File: src/rtl/ysyx_24100005_lsu_pkg.sv
// Shared types and helpers for the NPC load/store unit and its lane aligner.
// Also intended for the future data cache.
package ysyx_24100005_lsu_pkg;

  localparam logic [2:0] ST_IDLE = 3'd0;
  localparam logic [2:0] ST_REQ  = 3'd1;
  localparam logic [2:0] ST_WAIT = 3'd2;
  localparam logic [2:0] ST_RESP = 3'd3;
  localparam logic [2:0] ST_ERR  = 3'd4;

  typedef enum logic [2:0] {
    IDLE = ST_IDLE,
    REQ  = ST_REQ,
    WAIT = ST_WAIT,
    RESP = ST_RESP,
    ERR  = ST_ERR
  } state_e;

  localparam logic [2:0] F3_B  = 3'b000;
  localparam logic [2:0] F3_H  = 3'b001;
  localparam logic [2:0] F3_W  = 3'b010;
  localparam logic [2:0] F3_D  = 3'b011;
  localparam logic [2:0] F3_BU = 3'b100;
  localparam logic [2:0] F3_HU = 3'b101;
  localparam logic [2:0] F3_WU = 3'b110;

  function automatic logic [3:0] size_bytes(input logic [2:0] funct3);
    return 4'd1 << funct3[1:0];
  endfunction

  // Only the low three address bits matter for alignment up to 8 bytes.
  function automatic logic is_legal(input logic [2:0] funct3, input logic wen,
                                    input logic [2:0] addr_lo, input int xlen);
    logic [3:0] nbytes;
    logic       ok;
    nbytes = size_bytes(funct3);
    ok     = ((addr_lo & 3'(nbytes - 4'd1)) == 3'd0);
    if (xlen == 32 && (funct3 == F3_D || funct3 == F3_WU || funct3 == 3'b111)) ok = 1'b0;
    if (xlen == 64 && funct3 == 3'b111) ok = 1'b0;
    if (wen && funct3[2]) ok = 1'b0;
    return ok;
  endfunction

endpackage

File: src/rtl/ysyx_24100005_lsu_align.sv
// Combinational byte-lane aligner: store mask/data placement and load
// extraction with sign or zero extension.
module ysyx_24100005_lsu_align
  import ysyx_24100005_lsu_pkg::*;
#(
  parameter  int XLEN   = 32,
  localparam int MASK_W = XLEN / 8,
  localparam int OFF_W  = $clog2(MASK_W)
) (
  input  logic [2:0]        i_funct3,
  input  logic [OFF_W-1:0]  i_off,
  input  logic [XLEN-1:0]   i_st_data,
  input  logic [XLEN-1:0]   i_ld_data,
  output logic [MASK_W-1:0] o_wmask,
  output logic [XLEN-1:0]   o_wdata,
  output logic [XLEN-1:0]   o_ld_data
);

  logic [3:0]       w_nbytes;
  logic [MASK_W-1:0] w_size_mask;
  logic [XLEN-1:0]  w_bit_mask;
  logic [XLEN-1:0]  w_ld_sh;
  logic [OFF_W+2:0] w_shamt;
  logic             w_sign;

  always_comb begin
    w_nbytes = size_bytes(i_funct3);
    for (int i = 0; i < MASK_W; i++) begin
      w_size_mask[i]       = (4'(i) < w_nbytes);
      w_bit_mask[i*8 +: 8] = {8{w_size_mask[i]}};
    end
    w_shamt   = {i_off, 3'b000};
    o_wmask   = w_size_mask << i_off;
    o_wdata   = (i_st_data & w_bit_mask) << w_shamt;
    w_ld_sh   = i_ld_data >> w_shamt;
    case (i_funct3[1:0])
      2'd0:    w_sign = w_ld_sh[7];
      2'd1:    w_sign = w_ld_sh[15];
      2'd2:    w_sign = w_ld_sh[31];
      default: w_sign = w_ld_sh[XLEN-1];
    endcase
    w_sign    = w_sign & ~i_funct3[2];
    // Keep the selected bytes, fill everything above with the sign.
    o_ld_data = (w_ld_sh & w_bit_mask) | ({XLEN{w_sign}} & ~w_bit_mask);
  end

endmodule

File: src/rtl/ysyx_24100005_lsu.sv
// Multi-cycle load/store unit: core request/response on one side, a single
// outstanding aligned memory transaction on the other.
module ysyx_24100005_lsu
  import ysyx_24100005_lsu_pkg::*;
#(
  parameter  int XLEN   = 32,
  parameter  int ADDR_W = 32,
  localparam int MASK_W = XLEN / 8
) (
  input  logic              i_clk,
  input  logic              i_rst,
  input  logic              i_req_valid,
  output logic              o_req_ready,
  input  logic              i_req_wen,
  input  logic [2:0]        i_req_funct3,
  input  logic [ADDR_W-1:0] i_req_addr,
  input  logic [XLEN-1:0]   i_req_wdata,
  output logic              o_resp_valid,
  input  logic              i_resp_ready,
  output logic [XLEN-1:0]   o_resp_rdata,
  output logic              o_resp_err,
  output logic              o_mem_req_valid,
  input  logic              i_mem_req_ready,
  output logic              o_mem_req_wen,
  output logic [ADDR_W-1:0] o_mem_req_addr,
  output logic [XLEN-1:0]   o_mem_req_wdata,
  output logic [MASK_W-1:0] o_mem_req_wmask,
  input  logic              i_mem_rsp_valid,
  input  logic [XLEN-1:0]   i_mem_rsp_rdata,
  input  logic              i_mem_rsp_err
);

  localparam int OFF_W = $clog2(MASK_W);

  state_e            r_state;
  logic              r_wen;
  logic [2:0]        r_funct3;
  logic [ADDR_W-1:0] r_addr;
  logic [XLEN-1:0]   r_wdata;
  logic [XLEN-1:0]   r_rdata;
  logic              r_err;

  logic              w_legal;
  logic              w_in_req;
  logic [MASK_W-1:0] w_wmask;
  logic [XLEN-1:0]   w_wdata;
  logic [XLEN-1:0]   w_ld_data;

  assign w_legal = is_legal(i_req_funct3, i_req_wen, i_req_addr[2:0], XLEN);

  ysyx_24100005_lsu_align #(.XLEN(XLEN)) u_align (
    .i_funct3  (r_funct3),
    .i_off     (r_addr[OFF_W-1:0]),
    .i_st_data (r_wdata),
    .i_ld_data (i_mem_rsp_rdata),
    .o_wmask   (w_wmask),
    .o_wdata   (w_wdata),
    .o_ld_data (w_ld_data)
  );

  always_ff @(posedge i_clk or posedge i_rst) begin
    if (i_rst) begin
      r_state  <= IDLE;
      r_wen    <= 1'b0;
      r_funct3 <= 3'd0;
      r_addr   <= '0;
      r_wdata  <= '0;
      r_rdata  <= '0;
      r_err    <= 1'b0;
    end else begin
      case (r_state)
        IDLE: if (i_req_valid) begin
          r_wen    <= i_req_wen;
          r_funct3 <= i_req_funct3;
          r_addr   <= i_req_addr;
          r_wdata  <= i_req_wdata;
          r_rdata  <= '0;
          r_err    <= ~w_legal;
          r_state  <= w_legal ? REQ : ERR;
        end
        REQ:  if (i_mem_req_ready) r_state <= WAIT;
        WAIT: if (i_mem_rsp_valid) begin
          r_err   <= i_mem_rsp_err;
          r_rdata <= (r_wen || i_mem_rsp_err) ? '0 : w_ld_data;
          r_state <= RESP;
        end
        RESP, ERR: if (i_resp_ready) r_state <= IDLE;
        default: r_state <= IDLE;
      endcase
    end
  end

  // Memory-side fields are forced to zero outside REQ so idle buses stay quiet.
  assign w_in_req        = (r_state == REQ);
  assign o_req_ready     = (r_state == IDLE);
  assign o_mem_req_valid = w_in_req;
  assign o_mem_req_wen   = w_in_req & r_wen;
  assign o_mem_req_addr  = w_in_req ? {r_addr[ADDR_W-1:OFF_W], {OFF_W{1'b0}}} : '0;
  assign o_mem_req_wmask = !w_in_req ? '0 : (r_wen ? w_wmask : '1);
  assign o_mem_req_wdata = (w_in_req && r_wen) ? w_wdata : '0;
  assign o_resp_valid    = (r_state == RESP) || (r_state == ERR);
  assign o_resp_err      = o_resp_valid & r_err;
  assign o_resp_rdata    = o_resp_valid ? r_rdata : '0;

endmodule

File: config.mk
export PLATFORM = sky130hd
export DESIGN_NAME = ysyx_24100005_lsu
export DESIGN_NICKNAME = d
export VERILOG_FILES = /design/src/rtl/ysyx_24100005_lsu_pkg.sv /design/src/rtl/ysyx_24100005_lsu_align.sv /design/src/rtl/ysyx_24100005_lsu.sv
export SDC_FILE = /design/constraint.sdc
export NUM_CORES = 1
export LEC_CHECK = 0
export BUFFER_PORTS_ARGS = -buffer_cell sky130_fd_sc_hd__buf_2
export CAP_MARGIN = 40
export CORE_UTILIZATION = 40
export CTS_BUF_LIST = sky130_fd_sc_hd__clkbuf_16
export DETAILED_ROUTE_END_ITERATION = 6
export GPL_TIMING_DRIVEN = 0
export PLACE_DENSITY_LB_ADDON = 0.3
export RECOVER_POWER = 50
export SYNTH_ARGS = -nofsm -noshare
export SYNTH_HDL_FRONTEND = slang
export SYNTH_SLANG_ARGS = --single-unit
export TNS_END_PERCENT = 10
File: constraint.sdc
create_clock -name i_clk -period 3.4 [get_ports i_clk]
set_input_delay 0.68 -clock i_clk [delete_from_list [all_inputs] [get_ports i_clk]]
set_output_delay 0.68 -clock i_clk [all_outputs]
set_load 0.02 [all_outputs]
# Yosys cells after proc, flatten, opt, wreduce, memory -nomap -nowiden
# Index checks and enable logic that the tools add are counted.
# word_totals
ff_bits	104
input_bits	107
word_cells	75
# classes
n_addsub	1
magnitude_cmp	4
eq_ne	12
shift	5
muxes	21
bitwise	11
n_reduce_logical	14
# ops
operator	n
$mux W32	6
$and A32 B32 Y32	3
$pmux W32 S2	1
$not A32 Y32	1
$or A32 B32 Y32	1
$shl A32 B5 Y32	1
$shr A32 B5 Y32	1
$mux W3	5
$pmux W3 S4	1
$eq A3 B2 Y1 const B	3
$eq A3 B3 Y1 const B	3
$lt A1 B4 Y1 const A	2
$lt A2 B4 Y1 const A	2
$mux W4	2
$ne A2 B2 Y1 const B	4
$logic_not A3 Y1	2
$logic_or A1 B1 Y1	4
$mux W1	4
$pmux W1 S2	2
$reduce_and A4 Y1	1
$shl A1 B2 Y4 const A	1
$shl A4 B2 Y4	1
$and A1 B1 Y1	3
$and A3 B3 Y3	1
11 further kinds	13

# Logic depth before layout (Yosys ltp)
# Gate-level depths: netlist (run 1).
# depth
ltp_word	9
mapped_depth	7
ltp_nobuf	4

# By module
# Synthesis (run 1) repeated with hierarchy kept, for this count alone.
# hier_totals
cells_unflattened	585
hier_area_um2	6226.0
# by_module_without_submodules
mod	instances	cells_each	area_per_inst_um2	seq_area_each_um2
ysyx_24100005_lsu	1	376	4704.5	2602.5
ysyx_24100005_lsu_align	1	209	1521.5	0.0

# Worst setup path before layout (run 1)
# Ideal clock, no wire load.
# synth_path
kind	reg-to-output
from	reg r_addr[1]
to	out o_mem_req_wdata[16]
arrival_time_ns	1.777
t_required_ns	2.720
setup_slack_ns	0.943
path_stages_with_launch	7
path_cell_list	dfrtp_1 buf_2 buf_2 buf_4 buf_4 buf_4 a211oi_1
# synth_via
elab_chain_cells	2
# synth_lines
item	line	text
start: declaration	ysyx_24100005_lsu.sv:38	logic [ADDR_W-1:0] r_addr;
start signal: assignment	ysyx_24100005_lsu.sv:75	r_addr <= i_req_addr;
$shl A32 B5 Y32	ysyx_24100005_lsu_align.sv:34	o_wdata = (i_st_data & w_bit_mask) << w_shamt;
$mux W32	ysyx_24100005_lsu.sv:100	assign o_mem_req_wdata = (w_in_req && r_wen) ? w_wdata : '0;
end: declaration	ysyx_24100005_lsu.sv:26	output logic [XLEN-1:0] o_mem_req_wdata,
# No other way between the ends.

# Worst setup path in the final report (run 1)
# layout_path
from	reg r_addr[1]
to	out o_mem_req_wdata[20]
# Same word-level chain as after synthesis.

==> results.env, run 1 <==
DESIGN.PORTCOUNT=212
HTREEDEPTH=3
GRT_START_MAX_NET_PINS=38
WORST_EP_ARRIVAL_TIME_NS=2.55
POST_SYNTH_INST_COUNT=548
DESIGN.DIE.AREA_UM2=14800
YOSYSUNIQUECELLTYPES=44
RUN_STATUS='complete, but fails checks'
POST-ROUTE-DRC-COUNT=0
LAYOUT-AREA-OVERHEAD-VS-SYNTH_PCT=26.7
FLOORPLAN.CORE_AREA_UM2=13900
POWER.SEQUENTIAL.FRACTION_PCT=35.0
SWITCHING_POWER_mW=2.53
PERIOD_NEEDED_NS=3.23
PATH_CLK_SLEW_NS=0.07
DIE_WIDTH_UM=122
POST_SYNTHESIS_SEQUENTIAL_AREA_RATIO_PCT=45.5
POWER.SHARE.COMBINATIONAL_PCT=49.1
YS_ASYNC_SR_FRACTION_PCT=100
TIMING.CRITICAL_PATH.FROM='r_addr[1]'
SYNTH-EDFF-COUNT=0
SYN_AREA_PER_CELL_UM2=10.4
CLOCK_TREE.BUFFER_DEPTH=2
SYNTHMUXAREASHARE_PCT=18.7
IO_BUFFERS=209
LEAKAGE_POWER_FIGURE_nW=3.65
TIMING.REG2REG.SETUP_SLACK_NS=0.89
NETS=879
COMBINATIONAL_FAMILY_WITH_THE_MOST_AREA_AFTER_SYNTHESIS='multiplexers'
FINAL_CYCLE_UTILIZATION_OF_THE_CRITICAL_PATH_PCT=95.1
POST-CTS-SETUP-BUFFER-COUNT=0
INITIAL_UTILIZATION_PCT=41.1
FINAL-SETUP-VIOL-COUNT=0
GRT_PASS1_VIAS=4842
FAILED_CHECKS='max-capacitance violations, max-slew violations'
ROUTED_WIRE_PER_STD_CELL_UM=17.7
YOSYS.AREA_SHARE.ADDER_PCT=0
DETAILEDROUTE.FIRSTITERATIONVIOLATIONS=517
DIE_HEIGHT_UM=122
WORST_SLEW_MARGIN_REL_PCT=-41.0
HOLD_PATH_CLASS='in -> async'
FINALWIRELENGTH_MM=16.9
INSERTION_DELAY_TO_THE_LATER_SINK_OF_THE_WORST_SKEW_PAIR_NS=0.35
CTS_TREE='built'
REQUIRED_NS=2.72
POST_SYNTH_XOR_AREA_FRACTION_PCT=0
TRITONCTS.NUM_BUFFERS=9
GR-TOTAL-OVERFLOW=0
ANTENNA_CELLS=0
GRT_ANTENNA_BEFORE_REPAIR=0
DOMINANTREGCELLSYNTH='dfrtp_1'
FINALMAXSLEWVIOLATIONS=67
DRT_PASS1_ITERATIONS=5
COUNT_OF_CLOCK_TREE_SINKS=104
YOSYS_REGISTER_BITS=104
FIRST_PASS_GRT_WIRE_LENGTH_MM=25.7
VIA_COUNT=5038
POSTCTSHOLDBUFS=0
CTS.ROOT.BUFFER_CELL='clkbuf_16'
HOLD_FAILS_FINAL_RPT=0
MAXCLOCKFREQUENCY_MHz=309
FINALWEIGHTEDCONGESTION=0.886
SKEW_NS=0.00621
AVG_VIAS_PER_CELL=5.26
MAXCAPVIOLCOUNT=2
WORST_HOLD_SLACK_NS=0.396
MAX_RAIL_DROP_VDD_mV=0.407
RSZ0062_AT_GRT='false'
POST_ROUTE_CELLS_DRIVE_ABOVE_1_SHARE_PCT=42.0
CRITICAL_PATH.MAX_FANOUT=10
TRACK_USAGE_PCT=23.0
R2R_END='r_rdata[27]'
YOSYS_WARNINGS=0
STARTPOINT_OF_THE_WORST_SLACK_REG_TO_REG_TIMING_PATH='r_state[1]'
POWER_PER_CELL_AREA_nW_PER_UM2=832
FINAL_ANTENNA_NET_COUNT=0
CELLINTERNALPOWER_mW=3.50
TNS_NS=0
LAYOUT_SETUP_WS_NS=0.166
SW_FRAC_OF_TOTAL_PCT=42.0
CTS_RESIZED=0
TIMING.SETUP.CRITICAL_PATH_CLASS='reg -> out'
MAX_SLEW.WORST_PIN.SLEW_NS=2.11
DPL_HPWL_MM=13.3
START_KIND='flop'
ROW_COUNT=43
COMPOUND_CELL_AREA_SHARE_OF_THE_YOSYS_NETLIST_PCT=13.0
WORST_SLACK_AT_PLACEMENT_NS=0.607
NETLIST_AREA_UM2=5720
PORTION_OF_TOTAL_POWER_ATTRIBUTED_TO_THE_CLOCK_NETWORK_PCT=15.8
WORST_SETUP_PATH_END_KIND='output pin'
YOSYS.AREA_SHARE.SIMPLE_PCT=18.3
REG2REGPATHDEPTH=5
-- cell usage in the layout (no fill, tap or decap), types with 2 or more instances in the layout --
cell and n:
clkbuf_16 9, nand3_1 2, o21ai_2 2, clkinv_1 2, conb_1 2, clkbuf_1 30
nor4_1 2, nor2b_1 18, mux2_2 77, mux2i_1 18, a221oi_1 9, dfrtp_1 104
clkinvlp_4 2, a22oi_1 16, nand2_1 46, nand2b_1 9, a32o_1 7, a21oi_1 13
buf_4 5, buf_6 3, o22ai_1 2, and2_1 73, o21ai_0 27, a211oi_1 16
nor2_1 30, a211o_1 7, inv_1 5, buf_2 218, nor3_1 2
-- synthesized netlist by cell type (5+ instances only) --
master | instances | area (um^2)
nor2b_1 | 18 | 113
and2_1 | 74 | 463
nand2b_1 | 9 | 56.3
mux2_2 | 77 | 867
clkbuf_1 | 19 | 71.3
a211oi_1 | 16 | 120
a211o_1 | 7 | 61.3
a32o_1 | 7 | 70.1
buf_4 | 6 | 45.0
dfrtp_1 | 104 | 2600
buf_2 | 16 | 80.1
nand2_1 | 46 | 173
o21ai_0 | 27 | 135
a22oi_1 | 16 | 120
a21oi_1 | 13 | 65.1
inv_1 | 5 | 18.8
a221oi_1 | 9 | 78.8
nor2_1 | 30 | 113
mux2i_1 | 18 | 180
-- logic make-up after synthesis --
| logic type | after synthesis |
|---|---|
| AOI/OAI and AO/OA | 105 |
| DFF | 104 |
| other | 1 |
| buffers and inverters | 50 |
| muxes | 96 |
| and+or+nand+nor | 192 |
-- power groups by stage --
stage	clock network, mW	registers, mW	logic, mW
floorplan	0	1.97	2.22
CTS	0.977	2.11	2.99
finish	0.954	2.11	2.96
detailed placement	0	2.13	2.99
global route	1.02	2.18	3.21
global placement	0	2.10	2.91
-- per-stage QoR --
step | power [mW] | utilization [%] | instances | instance area (um^2)
4_1_cts | 6.08 | 52.6 | 957 | 7330
3_5_place_dp | 5.11 | 50.7 | 941 | 7070
2_1_floorplan | 4.18 | - | 549 | 5730
6_report | 6.03 | 52.0 | 957 | 7250
5_1_grt | 6.41 | 52.0 | 957 | 7250
3_3_place_gp | 5.01 | 50.2 | 938 | 7000
-- worst max path at each step --
stage / end / slack, ns / depth (start not counted)
2_1_floorplan: o_mem_req_wdata[16] / 0.94 / 6
3_3_place_gp: o_mem_req_wdata[22] / 0.65 / 7
3_5_place_dp: o_mem_req_wdata[20] / 0.61 / 7
4_1_cts: o_mem_req_wdata[20] / 0.22 / 7
5_1_grt: o_mem_req_wdata[20] / 0.06 / 7
6_report: o_mem_req_wdata[20] / 0.17 / 7
-- sequential cells by signal (all words and copies together) (netlist names) --
| name | flops |
|---|---|
| r_funct3 | 3 |
| r_err | 1 |
| r_wen | 1 |
| r_rdata | 32 |
| r_state | 3 |
| r_wdata | 32 |
| r_addr | 32 |
-- layer usage --
metal,routed length (um),global-route usage [%],vias to the layer above
met4,321,8.33,0
met1,7300,30.2,2416
met3,1400,5.57,20
met5,0,0,-
met2,7930,36.9,232
li1,-,-,2370
-- worst max-delay path, stage by stage (launching register included) --
cell and delay, ns:
dfrtp_1 0.39, buf_2 0.28, buf_2 0.33, buf_4 0.25, buf_4 0.20, a221oi_1 0.07
a211oi_1 0.43, buf_2 0.25
-- final cells by class --
cell class	instances	area, um^2
multi-input cells	395	2860
clock inverters	7	40.0
fillers	1317	6690
inverters	5	20.0
clock buffers	9	225
well taps	180	225
plain buffers	45	223
flip-flops and latches	104	2600
repair buffers	212	1060
Power figures use the tool's default switching activity.
==> run 2, diff against run 1 <==
--- a/config.mk
+++ b/config.mk
@@ -5,7 +5,7 @@
 export SDC_FILE = /design/constraint.sdc
 export NUM_CORES = 1
 export LEC_CHECK = 0
-export BUFFER_PORTS_ARGS = -buffer_cell sky130_fd_sc_hd__buf_2
+export BUFFER_PORTS_ARGS = -buffer_cell sky130_fd_sc_hd__buf_4
 export CAP_MARGIN = 40
 export CORE_UTILIZATION = 40
 export CTS_BUF_LIST = sky130_fd_sc_hd__clkbuf_16
@@ -13,6 +13,7 @@
 export GPL_TIMING_DRIVEN = 0
 export PLACE_DENSITY_LB_ADDON = 0.3
 export RECOVER_POWER = 50
+export SLEW_MARGIN = 20
 export SYNTH_ARGS = -nofsm -noshare
 export SYNTH_HDL_FRONTEND = slang
 export SYNTH_SLANG_ARGS = --single-unit
==> constraint.sdc (replaced) <==
create_clock -name i_clk -period 3.3 [get_ports i_clk]
set_input_delay 0.66 -clock i_clk [delete_from_list [all_inputs] [get_ports i_clk]]
set_output_delay 0.66 -clock i_clk [all_outputs]
set_load 0.02 [all_outputs]
==> run 2 against run 1 <==
  * Core utilization rose by 4.0 points
  * Worst setup slack improved by 0.0028 ns
  * Sequential cell count did not move
  * Critical path type unchanged
  * Critical endpoint is now o_mem_req_wdata[22]
  * Highest routed layer unchanged
  * The flow still finishes with violations (max-capacitance violations, max-slew violations)
==> results.env, run 2 (synthesis gave the netlist of run 1 again) <==
SW_FRAC_OF_TOTAL_PCT=40.4
RSZ0062_AT_GRT='false'
TIMING.SETUP.CRITICAL_PATH_CLASS='reg -> out'
FINALMAXSLEWVIOLATIONS=31
PATH_CLK_SLEW_NS=0.07
DRT_PASS1_ITERATIONS=4
CLOCK_TREE.BUFFER_DEPTH=2
LAYOUT_COMMONEST_CELL='buf_4'
FINAL_CELL_MIX='buf_4 (212), dfrtp_1 (104), mux2_2 (77), and2_1 (73), nand2_1 (46)'
INSERTION_DELAY_TO_THE_LATER_SINK_OF_THE_WORST_SKEW_PAIR_NS=0.34
DIE_HEIGHT_UM=122
GRT_ANTENNA_BEFORE_REPAIR=0
GR-TOTAL-OVERFLOW=0
DPL_HPWL_MM=13.6
MAX_RAIL_DROP_VDD_mV=0.400
TRITONCTS.NUM_BUFFERS=9
DESIGN_AREA_UM2=7800
TNS_NS=0
HOLD_FAILS_FINAL_RPT=0
NETS=879
POWER.SEQUENTIAL.FRACTION_PCT=34.0
TIMING.REG2REG.SETUP_SLACK_NS=0.75
PORTION_OF_TOTAL_POWER_ATTRIBUTED_TO_THE_CLOCK_NETWORK_PCT=16.1
DESIGN.PORTCOUNT=212
REQUIRED_NS=2.64
FINAL-SETUP-VIOL-COUNT=0
POSTCTSHOLDBUFS=0
INITIAL_UTILIZATION_PCT=41.1
CELLINTERNALPOWER_mW=3.82
ROUTED_WIRE_PER_STD_CELL_UM=18.0
ROW_COUNT=43
SWITCHING_POWER_mW=2.59
FINAL_ANTENNA_NET_COUNT=0
VIA_COUNT=4994
POST-CTS-SETUP-BUFFER-COUNT=0
REG.LARGEST.LIST='r_addr (32), r_rdata (32), r_wdata (32)'
HTREEDEPTH=3
TOTAL_AREA_OF_MULTI_INPUT_COMBINATIONAL_CELLS_UM2=2860
FIN_CELLS=956
PERIOD_NEEDED_NS=3.13
FILLER_CELL_COUNT=1283
R2R_END='r_wdata[16]'
POWER_PER_CELL_AREA_nW_PER_UM2=821
DP_CELLS=941
REGAREA_UM2=2600
IO_BUFFERS=209
DESIGN.DIE.AREA_UM2=14800
ANTENNA_CELLS=0
POWER.SHARE.COMBINATIONAL_PCT=49.9
COUNT_OF_CLOCK_TREE_SINKS=104
FAILED_CHECKS='max-capacitance violations, max-slew violations'
FIRST_PASS_GRT_WIRE_LENGTH_MM=26.9
POST_ROUTE_CELLS_DRIVE_ABOVE_1_SHARE_PCT=42.1
FINAL_CYCLE_UTILIZATION_OF_THE_CRITICAL_PATH_PCT=94.9
LEAKAGE_POWER_FIGURE_nW=3.76
GRT_START_MAX_NET_PINS=34
WORST_EP_ARRIVAL_TIME_NS=2.47
STARTPOINT_OF_THE_WORST_SLACK_REG_TO_REG_TIMING_PATH='r_state[1]'
POST-ROUTE-DRC-COUNT=0
DPL-INSTANCE-AREA_UM2=7580
WORST_SLEW_MARGIN_REL_PCT=-15.6
CTS.ROOT.BUFFER_CELL='clkbuf_16'
GRT_PASS1_VIAS=5076
REG2REGPATHDEPTH=7
CTS_TREE='built'
DETAILEDROUTE.FIRSTITERATIONVIOLATIONS=386
START_KIND='flop'
TIMING.CRITICAL_PATH.SLOWEST_STAGE_CELL='dfrtp_1'
FLOORPLAN.CORE_AREA_UM2=13900
CRIT_TOP_CELL='buf_4'
MAX_SLEW.WORST_PIN.SLEW_NS=1.73
FINALWIRELENGTH_MM=17.2
FINALWEIGHTEDCONGESTION=0.869
MAXCLOCKFREQUENCY_MHz=319
CRITICAL_PATH.MAX_FANOUT=10
WORST_STAGE_DELAY_ON_THE_CRITICAL_PATH_NS=0.41
CELL_BY_CELL_LISTING_OF_THE_CRITICAL_PATH='buf_2 -> buf_2 -> buf_4 -> buf_4 -> a221oi_1 -> a211oi_1 -> buf_4'
DIE_WIDTH_UM=122
AVG_VIAS_PER_CELL=5.22
RUN_STATUS='complete, but fails checks'
TRACK_USAGE_PCT=23.9
CTS_RESIZED=0
TOTAL_POWER_mW=6.40
LAYOUT-AREA-OVERHEAD-VS-SYNTH_PCT=36.3
WORST_SETUP_PATH_END_KIND='output pin'
SKEW_NS=0.00510
MAXCAPVIOLCOUNT=1
HOLD_PATH_CLASS='in -> async'
FIN_UTIL_PCT=56.0
==> run 2: how the worst max path moves through the flow <==
stage | from | end | cells past startpoint
after global routing | r_addr[1] | o_mem_req_wdata[21] | 7
after CTS | r_addr[1] | o_mem_req_wdata[22] | 7
after detailed placement | r_addr[1] | o_mem_req_wdata[22] | 7
after floorplan | r_addr[1] | o_mem_req_wdata[16] | 6
after global placement | r_addr[1] | o_mem_req_wdata[22] | 7
final | r_addr[1] | o_mem_req_wdata[22] | 7
==> run 2: critical path: cells and delay by family, from the launching register on <==
family | cells | cell delay (ns)
buf+inv | 5 | 1.25
compound gates | 2 | 0.45
flops | 1 | 0.41
==> run 2: per-layer routing <==
layer	vias up	track usage (%)	share of wire, %
li1	2360	-	-
met1	2397	31.5	42
met2	212	38.3	47
met3	25	5.71	8.5
met4	0	8.56	2.2
met5	-	0	0
==> run 2: area by class of cell <==
class                   instances  area share (%)
plain buffers                  45            2.85
flip-flops and latches        104            33.4
clock buffers                   9            2.89
inverters                       5           0.257
repair buffers                212            20.5
multi-input cells             395            36.6
well taps                     180            2.89
clock inverters                 6           0.690
==> run 2: metrics by stage <==
stage          setup slack, ns  hold WS (ns)
6_report                 0.169         0.303
3_5_place_dp             0.532         0.476
5_1_grt                 0.0344         0.325
2_1_floorplan            0.863         0.442
4_1_cts                  0.143         0.252
3_3_place_gp             0.575         0.463
==> run 2: power by group through the flow <==
stage,clock network (mW),logic [mW],registers [mW]
after floorplan,0,2.28,2.03
after global placement,0,3.16,2.17
after detailed placement,0,3.22,2.19
after CTS,1.06,3.23,2.18
after global routing,1.11,3.49,2.24
final,1.03,3.20,2.18
